**src/rtl/read_split.sv**
```systemverilog
// Burst reader: walks `count` words from `base` by STRIDE and presents each word
// (addr + MAGIC) as WORD_WIDTH/SUB_WIDTH sub-word beats over ready/valid.
module read_split #(
    parameter int WORD_WIDTH = 32,
    parameter int SUB_WIDTH  = 8,
    parameter int STRIDE     = 4,
    parameter int MAGIC      = 42069
) (
    input  logic                         _clock,
    input  logic                         _reset,
    input  logic signed [WORD_WIDTH-1:0] base,
    input  logic signed [31:0]           count,
    input  logic                         msb_first,
    input  logic                         _start,
    input  logic                         _ready,
    output logic                         _valid,
    output logic                         _done,
    output logic [SUB_WIDTH-1:0]         _out0,
    output logic [WORD_WIDTH-1:0]        _out1
);

    localparam int RATIO = WORD_WIDTH / SUB_WIDTH;
    localparam int SW    = (RATIO > 1) ? $clog2(RATIO) : 1;
    localparam logic [SW-1:0]         S_LAST   = SW'(RATIO - 1);
    localparam logic [WORD_WIDTH-1:0] MAGIC_W  = WORD_WIDTH'(MAGIC);
    localparam logic [WORD_WIDTH-1:0] STRIDE_W = WORD_WIDTH'(STRIDE);

    typedef enum logic [0:0] {IDLE, EMIT} state_t;

    // Sub-word for beat s of the word at addr, honouring the slice order.
    function automatic logic [SUB_WIDTH-1:0] beat_slice(
        input logic [WORD_WIDTH-1:0] addr,
        input logic [SW-1:0]         s,
        input logic                  msb
    );
        logic [WORD_WIDTH-1:0] word;
        logic [SW-1:0]         idx;
        word = addr + MAGIC_W;
        if (msb) begin
            idx = S_LAST - s;
        end else begin
            idx = s;
        end
        word = word >> (32'(idx) * SUB_WIDTH);
        return word[SUB_WIDTH-1:0];
    endfunction

    state_t                  state_r;
    logic [WORD_WIDTH-1:0]   a_r;
    logic [31:0]             w_r;
    logic [SW-1:0]           s_r;
    logic [31:0]             cnt_r;
    logic                    msb_r;
    logic                    valid_r;
    logic                    done_r;
    logic [SUB_WIDTH-1:0]    out0_r;
    logic [WORD_WIDTH-1:0]   out1_r;

    logic [SW-1:0]           s_nx_s;
    logic [31:0]             w_nx_s;
    logic [WORD_WIDTH-1:0]   a_nx_s;
    logic [31:0]             cnt_last_s;
    logic                    last_s;
    logic                    nx_last_s;
    logic                    empty_s;
    logic                    first_last_s;

    // Position of the beat after the current one, and final-beat detection.
    always_comb begin
        cnt_last_s = cnt_r - 32'd1;
        if (s_r == S_LAST) begin
            s_nx_s = '0;
            w_nx_s = w_r + 32'd1;
            a_nx_s = a_r + STRIDE_W;
        end else begin
            s_nx_s = s_r + SW'(1);
            w_nx_s = w_r;
            a_nx_s = a_r;
        end
        last_s       = (w_r == cnt_last_s) && (s_r == S_LAST);
        nx_last_s    = (w_nx_s == cnt_last_s) && (s_nx_s == S_LAST);
        empty_s      = (count <= 32'sd0);
        first_last_s = (count == 32'sd1) && (S_LAST == SW'(0));
    end

    // Burst FSM with registered beat outputs; _start overrides any handshake.
    always_ff @(posedge _clock or negedge _reset) begin
        if (!_reset) begin
            state_r <= IDLE;
            a_r     <= '0;
            w_r     <= 32'd0;
            s_r     <= '0;
            cnt_r   <= 32'd0;
            msb_r   <= 1'b0;
            valid_r <= 1'b0;
            done_r  <= 1'b1;
            out0_r  <= '0;
            out1_r  <= '0;
        end else if (_start) begin
            a_r    <= base;
            w_r    <= 32'd0;
            s_r    <= '0;
            cnt_r  <= count;
            msb_r  <= msb_first;
            out0_r <= beat_slice(base, SW'(0), msb_first);
            out1_r <= base;
            if (empty_s) begin
                state_r <= IDLE;
                valid_r <= 1'b0;
                done_r  <= 1'b1;
            end else begin
                state_r <= EMIT;
                valid_r <= 1'b1;
                done_r  <= first_last_s;
            end
        end else begin
            case (state_r)
                EMIT: begin
                    if (_ready) begin
                        if (last_s) begin
                            state_r <= IDLE;
                            valid_r <= 1'b0;
                            done_r  <= 1'b1;
                        end else begin
                            s_r     <= s_nx_s;
                            w_r     <= w_nx_s;
                            a_r     <= a_nx_s;
                            done_r  <= nx_last_s;
                            out0_r  <= beat_slice(a_nx_s, s_nx_s, msb_r);
                            out1_r  <= a_nx_s;
                        end
                    end else begin
                        state_r <= EMIT;
                    end
                end
                IDLE: begin
                    valid_r <= 1'b0;
                    done_r  <= 1'b1;
                end
                default: begin
                    state_r <= IDLE;
                    valid_r <= 1'b0;
                    done_r  <= 1'b1;
                end
            endcase
        end
    end

    assign _valid = valid_r;
    assign _done  = done_r;
    assign _out0  = out0_r;
    assign _out1  = out1_r;

endmodule

```
**config.mk**
```make
export PLATFORM = sky130hd
export DESIGN_NAME = read_split
export DESIGN_NICKNAME = d
export VERILOG_FILES = /design/src/rtl/read_split.sv
export SDC_FILE = /design/constraint.sdc
export NUM_CORES = 1
export LEC_CHECK = 0
export BUFFER_PORTS_ARGS = -buffer_cell sky130_fd_sc_hd__clkbuf_2
export CORE_MARGIN = 10
export CORE_UTILIZATION = 50
export CTS_CLUSTER_SIZE = 24
export DETAILED_ROUTE_END_ITERATION = 16
export PLACE_DENSITY = 0.68
export SLEW_MARGIN = 20
export SYNTH_ARGS = -nofsm -noshare
export SYNTH_HDL_FRONTEND = slang
export SYNTH_SLANG_ARGS = --single-unit
```
**constraint.sdc**
```tcl
create_clock -name _clock -period 4.6 [get_ports _clock]
set_input_delay 0.92 -clock _clock [delete_from_list [all_inputs] [get_ports _clock]]
set_output_delay 0.92 -clock _clock [all_outputs]
set_load 0.05 [all_outputs]
```
==> impl_summary.md <==
Timing
The number of pins with negative max-slew slack in the final report is 0. Setup violations remaining at the end of the flow were counted as 0. For this run, the top clock speed supported by timing is 227.1 MHz. In this run the tightest slew margin relative to its limit is 42.11%.

The total negative setup slack is 0 ns. Dividing the final minimum period by the clock period gives 95.74%. The total count of hold-check failures in the final report is 0.

The routed design could run at a clock period as short as 4.404 ns. The slew at the pin closest to its max-slew limit is 0.8604 ns. The final setup skew is 0.007279 ns. Setup repair after global routing left no endpoint under its margin.

Detailed routing
The first routing iteration left 1,110 violations. The via-per-instance ratio is 6.368. The mean routed wirelength per cell is 21.13 um. The detailed-routing iteration count for the pre-antenna-repair pass is 5.

Wires add up to 34,510 um. For this run, design rule violations remaining after detail routing come to 0. The final antenna-violating net count is 0. The via count of the routed design is 10,400.

Floorplan
The die boundary width is 162.8 um. The total die area is 26,490 sq um. The cell row count is 52. The total area inside the core boundary comes to 20,170 sq um.

The number of placed I/O pins is 111. The initial core utilization is 50.51%. Measured along the y axis, the die boundary spans 162.8 um.

Power
The total power after layout is 0.002957 W. The worst IR drop on VDD is 0.2006 mV. The power density over the cells is 261.6 nW/um^2. The leakage power is 4.295 nW.

Yosys
The number of enable flip-flop cells after synthesis is 0. The net count of the mapped netlist is 1,365. The average size of a mapped cell is 7.904 sq um. The synthesized design contains 110 register bits.

The count of yosys warnings during synthesis is 0. Of all cell types, the one taking the most synthesized area is dfrtp_1. The synthesized netlist occupies a cell area of 10,190 sq um. The top cell type's share of synthesized area is 26.77%. In the synthesized netlist the dominant register cell turns out to be dfrtp_1. The post-synthesis async set-or-reset flop share is 100.0%. The cell count after synthesis is 1,289. In the post-synthesis netlist, the biggest area contributors are dfrtp_1, xnor2_1, xor2_1.

The count of unique library cells instantiated by Yosys is 84. Sequential cells were found to cover 27.03% of the synthesized design area.

Placement
Port buffering added 110 buffers. The congestion estimate from routability-driven global placement came to 0.9976. The HPWL after detailed placement is 26,160 um.

Clock tree
The clock-pin slew on the worst setup and hold paths is 0.08 ns. In this run the clock root is driven by a clkbuf_16. The post-cts resize count is 0.

The maximum level of the CTS H-tree is 3. The clock sink count is 110. The TritonCTS clock tree is done. Hold repair after CTS inserted 0 buffers. At the later pin of the worst-skew pair, clock insertion delay measures 0.37 ns. The number of buffers created by CTS is 9. Counting along the longest clock path gives a buffer depth of 2. The post-CTS setup buffer count is 0.

Cells and area
In the final layout, the share of cells above drive strength 1 is 16.29%. The area added between synthesis and finish is 10.93%. The count of inserted antenna diode cells is 0.

The final layout net count is 1,434. Counting the fill cells in the layout gives 1,955.

Worst setup path
The type of the worst setup path is flop to flop. STA puts the critical path data required time at 4.84 ns. The worst register-to-register path has a depth of 10. The worst register-to-register path begins at cnt_r[19]$_DFFE_PN0P_. The data arrival time of the critical path is 4.64 ns. The endpoint of the most critical register-to-register path is _out0[6]$_DFFE_PN0P_.

In this run the register-to-register setup slack is 0.20 ns. The startpoint kind of the worst setup timing path is a flop. The category of the worst setup path capture point is a flop.

The largest fanout on the critical path is 54.

Global route
The first global-routing pass estimated 54,990 um of wire. Entering global routing, the biggest net connects 111 pins. The global-route total usage across every layer is 25.69%.

The via count of the first global-routing pass is 9,648. The number of antenna violations at the first check in global routing is 0. The total overflow left after global routing is 0.

Status
The flow ran to the end, and the final reports show no timing, DRC or antenna violations.

Hold path
The start point of the worst hold path is _valid$_DFFE_PN0P_. The worst hold path terminates at _valid$_DFFE_PN0P_. The class of the tightest hold or removal check is flop to flop.

The worst hold path was traced through 2 stages.

Job
The tool flagged a number of max-cap violations equal to 0.
[cells by family after synthesis]
kind of cell               count (synthesis)  synth area share, %
AOI/OAI and AO/OA                        282                18.51
DFF                                      110                27.03
adders and majority gates                  7               0.8596
buffers and inverters                    117                4.753
muxes                                     35                3.807
and+or+nand+nor                          565                29.62
xor gates and xnor gates                 173                15.42
[report_power, final]
group / internal, W / leakage, nW / switching, W
Clock: 0.000405 / 0.144 / 0.000423
Sequential: 0.00104 / 1.38 / 0.000140
Combinational: 0.000338 / 2.77 / 0.000614
Total: 0.00178 / 4.29 / 0.00118
[how the worst max path moves through the flow]
stage                     startpoint              endpoint  slack [ns]  depth (start not counted)
2_1_floorplan  cnt_r[19]$_DFFE_PN0P_   w_r[25]$_DFFE_PN0P_        0.93                         13
3_3_place_gp   cnt_r[19]$_DFFE_PN0P_  _out0[6]$_DFFE_PN0P_        0.25                         10
3_5_place_dp   cnt_r[19]$_DFFE_PN0P_  _out0[6]$_DFFE_PN0P_        0.25                         10
4_1_cts        cnt_r[19]$_DFFE_PN0P_  _out0[6]$_DFFE_PN0P_        0.24                         10
5_1_grt        cnt_r[19]$_DFFE_PN0P_  _out0[6]$_DFFE_PN0P_        0.01                         10
6_report       cnt_r[19]$_DFFE_PN0P_  _out0[6]$_DFFE_PN0P_        0.20                         10
[placed cells by master (no fill, tap or decap), types with 9 or more instances in the layout]
master / n
dfrtp_1: 109
o31ai_1: 19
nand2_1: 119
xnor2_1: 97
nand4_1: 60
mux2_2: 30
nor4_1: 35
o21ai_0: 69
nor3b_1: 10
buf_4: 37
a31o_2: 10
nand4b_1: 9
a31oi_1: 20
or4_1: 12
inv_1: 28
and2_1: 20
or3_1: 17
a211oi_1: 10
nand2b_1: 13
nor3_1: 46
nor2_1: 87
clkbuf_16: 9
nand3_1: 67
and3_1: 28
a21oi_1: 56
and4_1: 10
clkbuf_2: 108
xor2_1: 72
[critical path, cell delays in order, from the launching register on]
cell and delay, ns:
dfrtp_1 0.50, or4_4 0.63, o41ai_2 0.48, o311ai_1 0.16, or4_1 0.41, or4_1 0.58, or4_2 0.72, buf_12 0.22
and2_1 0.25, o31ai_1 0.22, a31oi_1 0.06
[layout make-up]
type                       instances  area, sq um  area share, %
sequential                       110         2754          24.37
timing repair buffer             147        858.3          7.594
clock inverter                     5        41.29         0.3653
inverter                          28        105.1         0.9299
tap                              270        337.8          2.989
multi-input combinational       1062         6953          61.52
clock buffer                      11        252.7          2.236
[metrics by stage]
stage | cells | util [%] | cell area [sq um] | worst slack (ns) | hold slack (ns)
global route | 1633 | 56.04 | 11300 | 0.01012 | 0.5452
finish | 1633 | 56.04 | 11300 | 0.1959 | 0.5236
global placement | 1617 | 54.58 | 11010 | 0.2484 | 0.5074
detailed placement | 1617 | 54.58 | 11010 | 0.2456 | 0.5148
floorplan | 1289 | - | 10190 | 0.9350 | 0.5273
CTS | 1633 | 56.04 | 11300 | 0.2353 | 0.5250
[metal layers]
layer	GRT usage, %	vias to the layer above	part of all wire [%]
met3	6.926	41	10
met5	0	-	0
met4	6.393	0	1.7
met1	37.69	4993	46
li1	-	4899	-
met2	36.22	466	42
[sequential cells by signal, indices dropped and copies added, names as in the netlist]
signal / flops
_out1: 32
_done: 1
state_r: 1
cnt_r: 32
_valid: 1
_out0: 8
w_r: 32
s_r: 2
msb_r: 1
[synthesized netlist by cell type, types with 7 or more instances]
master	n
o21ai_0	69
and2_1	21
dfrtp_1	109
mux2_2	30
nor3_1	46
nand4_1	60
a31o_2	10
o211ai_1	8
and4_1	10
xor2_1	72
nand2_1	119
nand3_1	67
buf_1	8
nor4_1	35
nor3b_1	10
a311oi_1	7
a211oi_1	10
nand4b_1	9
nor2b_1	8
nand2b_1	13
clkbuf_1	72
a31oi_1	20
nor2_1	87
or3_1	17
inv_1	28
xnor2_1	97
or4_1	13
and3_1	28
o31ai_1	19
ha_1	7
a21oi_1	56
o21a_1	7
Power figures use the tool's default switching activity.
